--- src/rtl/seg7_scan_capture.sv ---
// seg7_scan_capture
// Samples a multiplexed, active-low 7-segment display bus (one-hot-low anode
// select plus {p,g,f,e,d,c,b,a}). Each digit that stays stable long enough is
// decoded back to a hex nibble. Once every digit has been seen, the complete
// frame is published together with a one-cycle frame_valid pulse.
module seg7_scan_capture #(
    parameter int DIGITS     = 4,
    parameter int STABLE_CYC = 4
) (
    input  logic                  clk,
    input  logic                  rst_n,
    input  logic [DIGITS-1:0]     AN,
    input  logic [7:0]            SEGMENT,
    output logic [4*DIGITS-1:0]   hex_out,
    output logic [DIGITS-1:0]     point_out,
    output logic [DIGITS-1:0]     blank_out,
    output logic [DIGITS-1:0]     err_out,
    output logic                  frame_valid,
    output logic                  frame_err
);

    // Counter wide enough to hold STABLE_CYC itself (the saturation value).
    localparam int CNT_W = (STABLE_CYC < 2) ? 1 : $clog2(STABLE_CYC + 1);
    localparam int SMP_W = DIGITS + 8;

    // Decoded pattern packed as {err, blank, nibble}.
    function automatic logic [5:0] decode_seg(input logic [6:0] seg);
        logic [5:0] r;
        r = 6'b10_0000;
        case (seg)
            7'h40:   r = {2'b00, 4'h0};
            7'h79:   r = {2'b00, 4'h1};
            7'h24:   r = {2'b00, 4'h2};
            7'h30:   r = {2'b00, 4'h3};
            7'h19:   r = {2'b00, 4'h4};
            7'h12:   r = {2'b00, 4'h5};
            7'h02:   r = {2'b00, 4'h6};
            7'h78:   r = {2'b00, 4'h7};
            7'h00:   r = {2'b00, 4'h8};
            7'h10:   r = {2'b00, 4'h9};
            7'h08:   r = {2'b00, 4'hA};
            7'h03:   r = {2'b00, 4'hB};
            7'h46:   r = {2'b00, 4'hC};
            7'h21:   r = {2'b00, 4'hD};
            7'h06:   r = {2'b00, 4'hE};
            7'h0E:   r = {2'b00, 4'hF};
            7'h7F:   r = {2'b01, 4'h0};
            default: r = {2'b10, 4'h0};
        endcase
        return r;
    endfunction

    logic [DIGITS-1:0]   an_m;
    logic [DIGITS-1:0]   s_an;
    logic [7:0]          seg_m;
    logic [7:0]          s_seg;
    logic [SMP_W-1:0]    prev_smp;
    logic [CNT_W-1:0]    cnt;

    logic [DIGITS-1:0]   seen;
    logic [4*DIGITS-1:0] sh_hex;
    logic [DIGITS-1:0]   sh_point;
    logic [DIGITS-1:0]   sh_blank;
    logic [DIGITS-1:0]   sh_err;

    logic                changed;
    logic [DIGITS-1:0]   sel;
    logic                single;
    logic                capture;
    logic                all_seen;
    logic [5:0]          dec;

    // Two-flop synchronisers for the asynchronous display bus.
    always_ff @(posedge clk or negedge rst_n) begin
        if (!rst_n) begin
            an_m  <= '0;
            s_an  <= '0;
            seg_m <= '0;
            s_seg <= '0;
        end else begin
            an_m  <= AN;
            s_an  <= an_m;
            seg_m <= SEGMENT;
            s_seg <= seg_m;
        end
    end

    // Capture qualification: sample must be unchanged, counter about to hit
    // saturation, and exactly one anode driven.
    always_comb begin
        changed  = ({s_an, s_seg} != prev_smp);
        sel      = ~s_an;
        single   = $onehot(sel);
        capture  = !changed && (cnt == CNT_W'(STABLE_CYC - 1)) && single;
        all_seen = &seen;
        dec      = decode_seg(s_seg[6:0]);
    end

    // Stability counter: restart on any change, saturate at STABLE_CYC so a
    // long dwell yields only a single capture.
    always_ff @(posedge clk or negedge rst_n) begin
        if (!rst_n) begin
            prev_smp <= '0;
            cnt      <= '0;
        end else begin
            prev_smp <= {s_an, s_seg};
            if (changed) begin
                cnt <= '0;
            end else if (cnt != CNT_W'(STABLE_CYC)) begin
                cnt <= cnt + CNT_W'(1);
            end
        end
    end

    // Shadow frame: last capture of each digit wins; seen clears on publish,
    // and a capture in the publish cycle starts the next frame.
    always_ff @(posedge clk or negedge rst_n) begin
        if (!rst_n) begin
            seen     <= '0;
            sh_hex   <= '0;
            sh_point <= '0;
            sh_blank <= '0;
            sh_err   <= '0;
        end else begin
            seen <= (all_seen ? '0 : seen) | (capture ? sel : '0);
            for (int i = 0; i < DIGITS; i++) begin
                if (capture && sel[i]) begin
                    sh_hex[4*i +: 4] <= dec[3:0];
                    sh_blank[i]      <= dec[4];
                    sh_err[i]        <= dec[5];
                    sh_point[i]      <= ~s_seg[7];
                end
            end
        end
    end

    // Publish the completed frame; outputs hold until the next publish.
    always_ff @(posedge clk or negedge rst_n) begin
        if (!rst_n) begin
            hex_out     <= '0;
            point_out   <= '0;
            blank_out   <= '0;
            err_out     <= '0;
            frame_valid <= 1'b0;
            frame_err   <= 1'b0;
        end else begin
            frame_valid <= all_seen;
            if (all_seen) begin
                hex_out   <= sh_hex;
                point_out <= sh_point;
                blank_out <= sh_blank;
                err_out   <= sh_err;
                frame_err <= |sh_err;
            end
        end
    end

endmodule

--- config.mk ---
export PLATFORM = sky130hd
export DESIGN_NAME = seg7_scan_capture
export DESIGN_NICKNAME = d
export VERILOG_FILES = /design/src/rtl/seg7_scan_capture.sv
export SDC_FILE = /design/constraint.sdc
export NUM_CORES = 1
export LEC_CHECK = 0
export BUFFER_PORTS_ARGS = -buffer_cell sky130_fd_sc_hd__buf_2
export CAP_MARGIN = 40
export CORE_UTILIZATION = 35
export DETAILED_ROUTE_END_ITERATION = 12
export GPL_TIMING_DRIVEN = 0
export PLACE_DENSITY_LB_ADDON = 0.1
export SETUP_SLACK_MARGIN = 0.4
export SYNTH_ARGS = -nofsm -noshare
export SYNTH_HDL_FRONTEND = slang
export SYNTH_SLANG_ARGS = --single-unit
--- constraint.sdc ---
create_clock -name clk -period 3.3 [get_ports clk]
set_input_delay 0.33 -clock clk [delete_from_list [all_inputs] [get_ports clk]]
set_output_delay 0.33 -clock clk [all_outputs]
set_load 0.02 [all_outputs]
==> results of run 1 <==
-- synthesized netlist by cell type (2+ instances only) --
master / instances
mux2_2: 23
o211ai_1: 2
clkbuf_1: 12
nor3_4: 4
a31oi_1: 2
a21oi_1: 4
nand2_1: 81
xor2_1: 13
nor4_1: 3
nor4bb_1: 2
nor3b_1: 2
nand4_1: 4
nand3_1: 4
and3_1: 3
nor3_1: 3
nand3b_1: 2
inv_1: 11
mux2i_1: 4
dfrtp_1: 101
a21o_1: 4
ha_1: 5
nor2_1: 8
o21ai_0: 8
nand2b_1: 2
-- sequential cells by signal (all words and copies together), names as in the netlist --
signal	flops
hex_out	16
sh_hex	16
prev_smp	12
s_seg	8
seg_m	8
an_m	4
blank_out	4
err_out	4
point_out	4
s_an	4
seen	4
sh_blank	4
sh_err	4
sh_point	4
cnt	3
frame_err	1
frame_valid	1
-- cell families (layout without fill, tap and decap cells) --
logic type,after synthesis,count (layout),synth area share
compound gates,26,26,0.0431
xor+xnor,14,14,0.0310
fa+ha+maj,6,6,0.0209
simple gates,125,125,0.158
buf+inv,27,95,0.0285
mux,28,28,0.0785
flops,101,101,0.640
-- what timing repair did --
action	CTS	global route
resized for setup	0	2
setup endpoints to repair	12	14
hold endpoints to repair	35	0
hold buffers	1	0
setup buffers	4	3
pin swaps	2	2
-- power breakdown --
group          internal (mW)  switching [mW]
Clock                  0.622           0.477
Combinational         0.0335          0.0590
Sequential              1.26          0.0169
-- worst max path at each step --
stage                            end  slack [ns]               from  cells past startpoint
6_report       sh_err[1]$_DFFE_PN0P_        0.58  s_an[0]$_DFF_PN0_                      9
5_1_grt        sh_err[1]$_DFFE_PN0P_        0.45  s_an[0]$_DFF_PN0_                      9
4_1_cts        sh_err[3]$_DFFE_PN0P_        0.39  s_an[0]$_DFF_PN0_                      8
3_5_place_dp   sh_hex[4]$_DFFE_PN0P_        0.37  s_an[0]$_DFF_PN0_                      8
3_3_place_gp   sh_hex[5]$_DFFE_PN0P_        0.41  s_an[0]$_DFF_PN0_                      8
2_1_floorplan  sh_err[1]$_DFFE_PN0P_        0.70  s_an[0]$_DFF_PN0_                      8
-- routing by layer --
metal / vias to the layer above / routed length [µm]
met5: - / 0
met4: 0 / 143
met3: 10 / 255
met2: 47 / 3290
met1: 1246 / 3570
li1: 1214 / -
-- per-stage QoR --
step / instances / util / worst slack [ns]
after detailed placement: 511 / 0.400 / 0.371
after floorplan: 327 / - / 0.701
after CTS: 532 / 0.435 / 0.394
after global routing: 535 / 0.439 / 0.446
final: 535 / 0.439 / 0.578
after global placement: 510 / 0.397 / 0.410
-- placed cells by master, fill, tap and decap left out, types with 2 or more instances in the layout --
| cell | Yosys | layout |
|---|---|---|
| a21o_1 | 4 | 4 |
| a21oi_1 | 4 | 4 |
| a31oi_1 | 2 | 2 |
| and3_1 | 3 | 3 |
| buf_12 | 0 | 4 |
| buf_2 | 0 | 42 |
| buf_4 | 1 | 5 |
| clkbuf_1 | 12 | 11 |
| clkbuf_16 | 0 | 9 |
| clkinv_4 | 0 | 2 |
| dfrtp_1 | 101 | 101 |
| ha_1 | 5 | 5 |
| inv_1 | 11 | 11 |
| inv_6 | 0 | 2 |
| mux2_2 | 23 | 23 |
| mux2i_1 | 4 | 4 |
| nand2_1 | 81 | 81 |
| nand2b_1 | 2 | 2 |
| nand3_1 | 4 | 4 |
| nand3b_1 | 2 | 2 |
| nand4_1 | 4 | 4 |
| nor2_1 | 8 | 8 |
| nor3_1 | 3 | 3 |
| nor3_4 | 4 | 4 |
| nor3b_1 | 2 | 2 |
| nor4_1 | 3 | 3 |
| nor4bb_1 | 2 | 2 |
| o211ai_1 | 2 | 2 |
| o21ai_0 | 8 | 8 |
| xor2_1 | 13 | 13 |
-- cell type report --
type                            instances  area (µm²)  area share
Inverter                               12        45.0     0.00938
Sequential cell                       101        2530       0.526
Tap cell                              140         175      0.0365
Timing Repair Buffer                   52         358      0.0745
Clock buffer                           10         239      0.0498
Buffer                                 15        68.8      0.0143
Clock inverter                          6        76.3      0.0159
Multi-Input combinational cell        199        1310       0.273
==> metrics, run 1 <==
Ports 44; fin. max-slew vios 0; CP arrival 2.95 ns; PortBufs 43; asr flop ratio synth 1.00; most area-hungry cell type in the Yosys netlist dfrtp_1; peak supply drop 0.279 mV; CP Capture Type flip-flop; core area 10,900 µm²; diode count 0; Tightest Pin Transition around 0.73 ns; M1 GR Usage 0.197; cell mode on critical path ha_1; pwr dens approximately 500 nW/µm²; met2 GRT Util 0.207; grt ovf 0; ratio of cells with drive above 1 in the final layout 0.253; Worst path top cell family by delay adder cells; synth top area cells dfrtp_1 (64%), nand2_1 (7.7%), mux2_2 (6.6%); total track usage 0.138; critical-path cell list fa_1 > inv_1 > ha_1 > ha_1 > nand4bb_1 > clkbuf_2 > nor3_4 > buf_12 > mux2_2; HP Start SEGMENT[0]; RR Endpoint sh_err[1]$_DFFE_PN0P_; row cnt 38; Max Cap Viol 0; area delta synth->final 21.5%; TNS Setup 0 ns; Die Wd between 100 and 150 µm; synthesized cell area 3950 µm²; Die Footprint 11,700 µm²; Critical Path Max Stage Delay 0.55 ns; Hold Path Cell Cnt 1; Final Setup Violations 0; CP max-delay cell fa_1; number of DRC violations after detailed-routing iteration 0 104; total power 2.47 mW; startpoint types flip-flop; Filler cells 1,056; RSZ-0062 raised after global routing false; GPL Wtd Cong between 0.8 and 0.9; Min-Delay Endpoint seg_m[0]$_DFF_PN0_; Gate Count Post-Synth around 330; area share of the largest cell type after synthesis 0.640; CTS sink cnt roughly 100; Post-DP HPWL 4780 µm; Mapped Avg Cell Area 12.1 µm²; number of buffers created by CTS 9; kind of critical path reg -> reg; Worst-Skew Late Latency roughly 0.35 ns; DRT Pass-1 Iters 4; Post-synth EDFFs 0; FF-to-FF path depth 9; Die H 108 µm; Final ANT Viol Nets 0; Most used DFF post-synth dfrtp_1; leak pwr 2.48 nW; DR vias/cell around 4.7; worst min-delay path class in -> reg; CTS Root Cell clkbuf_16; post-synthesis cell type count 44; Post-DP Area roughly 4400 µm²; f_max 367 MHz; first-pass GRT wire length about 12,000 µm; Most Crowded Layer GR met2; drt wl/cell roughly 14 µm; Syn. warnings 0; TritonCTS clock tree done; Setup Skew 0.0121 ns; final instance area 4800 µm²; H-tree depth 3; # DRC 0; Final Hold Vio Count 0; Reg clk slew, reported paths 0.07 ns; fin nets 410; initial antenna violation count 0; Tmin final 2.72 ns; Initial Util 0.361; met3 global-route usage 0.0217; worst r2r src s_an[0]$_DFF_PN0_; CTS max path bufs 2; Worst Hold Slack 0.0876 ns; CP required 3.53 ns; Reg2Reg Setup Slack 0.58 ns; via count approximately 2,500; Tcrit/Tclk final 0.825; Net Count, Synth 347; Seq cells post-synth 101; WL final 7260 µm; sequential share of the synthesized area 0.640; vias in the first global route 2,411; Rel. slew slack 0.515; status complete, no violations; Max Fanout on Critical Path 7; largest net degree at the start of global routing 67; CP bufs+invs 3
Power figures use the tool's default switching activity.
==> run 2, diff against run 1 <==
- clock period: 3.3 -> 2.79 ns (I/O delays scaled with it)
==> run 2 against run 1 <==
Critical path depth is the same. Non-clock buffer count grew 4. Die area is the same. Sequential power grew 18%. Largest cell class unchanged. Largest power group unchanged. Highest routed layer unchanged.
==> metrics, run 2 (same netlist as run 1, synthesis figures left out) <==
status complete, no violations; TritonCTS clock tree done; Tightest Pin Transition 0.719 ns; row cnt 38; Hold Path Cell Cnt 1; Ports 44; Die Footprint 11,700 µm²; via count 2,458; pwr dens 569 nW/µm²; Initial Util 0.361; Reg2Reg Setup Slack 0.29 ns; CP arrival 2.72 ns; first-pass GRT wire length 12,100 µm; CP Capture Type flip-flop; Filler cells 1,011; Rel. slew slack 0.519; number of DRC violations after detailed-routing iteration 0 between 150 and 200; PortBufs 43; core area ~11,000 µm²; CP required 3.00 ns; RR Endpoint sh_err[1]$_DFFE_PN0P_; ratio of cells with drive above 1 in the final layout 0.272; Final Hold Vio Count 0; CTS max path bufs 2; FF-to-FF path depth 9; Final Setup Violations 0; Die H 108 µm; placed cells around 510; Max Fanout on Critical Path 7; f_max 400 MHz; fin nets a little over 400; # DRC 0; Die Wd 108 µm; DRT Pass-1 Iters 4; Min-Delay Endpoint an_m[1]$_DFF_PN0_; critical-path cell list fa_1 > inv_2 > ha_4 > ha_4 > nand4bb_1 > clkbuf_8 > nor3_4 > buf_12 > mux2_4; Max Cap Viol 0; largest net degree at the start of global routing 63; pre-CTS WS -0.0736 ns; CTS Root Cell clkbuf_16; total track usage 0.137; diode count 0; top flop regs hex_out x16, sh_hex x16, prev_smp x12; number of buffers created by CTS 9; HP Start AN[1]; grt ovf 0; Tcrit/Tclk final 0.896; worst r2r src s_an[1]$_DFF_PN0_; Setup Skew about 0.0066 ns; fin. max-slew vios 0; leak pwr about 2.5 nW; startpoint types flip-flop; GPL Wtd Cong just under 0.8; commonest cells after routing, fill and taps aside dfrtp_1 (98), nand2_1 (81), buf_2 (42); cell mode on critical path ha_4; worst min-delay path class in -> reg; vias in the first global route 2,333; H-tree depth 3; Post-DP HPWL between 4000 and 5000 µm; kind of critical path reg -> reg; drt wl/cell 13.6 µm; area delta synth->final 25.1%; Multi-input gate area 1430 µm²; CTS sink cnt 101; Reg clk slew, reported paths roughly 0.070 ns; initial antenna violation count 0; CP max-delay cell fa_1; RSZ-0062 raised after global routing true; Layout Cells excl Fill roughly 540; DR vias/cell 4.58; Final ANT Viol Nets 0; peak supply drop 0.417 mV; register area 2530 µm²; Final WS setup 0.289 ns; WL final 7320 µm; Worst-Skew Late Latency 0.33 ns; Critical Path Max Stage Delay 0.55 ns; commonest non-fill, non-tap cell in the layout dfrtp_1; Tmin final 2.50 ns
-- run 2: changes by cell type in the layout (fill, tap and decap cells not counted), moves of 2 or more --
cell / delta
dfrtp_1: -3
ha_4: +2
mux2_2: -23
dfrtp_2: +3
clkinv_4: -2
mux2_4: +24
inv_6: -2
buf_6: +5
clkinvlp_4: +3
ha_1: -2
-- run 2: worst max-delay path, delay by kind of cell, from the launching register on --
family | cells | cell delay, ns
adder cells (fa/ha/maj) | 3 | 0.89
flip-flops | 1 | 0.43
buffers and inverters | 3 | 0.40
AND/OR/NAND/NOR | 2 | 0.35
multiplexers | 1 | 0.30
-- run 2: cell type report --
cell class                 instances  area share
timing repair buffer              56      0.0823
multi-input combinational        199       0.289
tap                              140      0.0354
clock inverter                     4      0.0106
buffer                            15      0.0157
clock buffer                      10      0.0463
sequential                       101       0.512
inverter                          12     0.00911
-- run 2: layer usage --
layer | vias up | track usage | wire, µm
met5 | - | 0 | 0
met4 | 0 | 0.0550 | 97
met3 | 8 | 0.0295 | 236
met2 | 42 | 0.197 | 3260
met1 | 1188 | 0.199 | 3720
li1 | 1220 | - | -
-- run 2: what timing repair did --
action,4_1_cts,5_1_grt
resized for setup,21,5
hold endpoints to repair,39,0
pin swaps,6,2
hold buffers,1,0
endpoints found under the setup margin,32,31
setup buffers,10,1
-- run 2: through the flow --
| stage | hold slack [ns] | cell area [µm²] | utilization | power, mW | TNS (ns) |
|---|---|---|---|---|---|
| floorplan | -0.0166 | 4000 | - | 1.59 | 0 |
| global placement | 0.331 | 4390 | 0.401 | 1.64 | -0.561 |
| detailed placement | 0.296 | 4420 | 0.404 | 1.65 | -0.653 |
| CTS | 0.0278 | 4920 | 0.450 | 2.87 | 0 |
| global route | 0.0301 | 4940 | 0.452 | 2.93 | 0 |
| finish | 0.0457 | 4940 | 0.452 | 2.82 | 0 |
-- run 2: how the worst max path moves through the flow --
stage | endpoint | startpoint
final | sh_err[1]$_DFFE_PN0P_ | s_an[1]$_DFF_PN0_
after global routing | sh_err[1]$_DFFE_PN0P_ | s_an[1]$_DFF_PN0_
after CTS | sh_hex[13]$_DFFE_PN0P_ | s_an[1]$_DFF_PN0_
after detailed placement | sh_blank[2]$_DFFE_PN0P_ | s_an[1]$_DFF_PN0_
after global placement | sh_blank[2]$_DFFE_PN0P_ | s_an[1]$_DFF_PN0_
after floorplan | sh_err[1]$_DFFE_PN0P_ | s_an[0]$_DFF_PN0_
-- run 2: where the power goes --
part / internal [mW] / switching [mW] / total [mW]
logic: 0.0449 / 0.0760 / 0.121
registers: 1.49 / 0.0176 / 1.51
clock network: 0.685 / 0.501 / 1.19
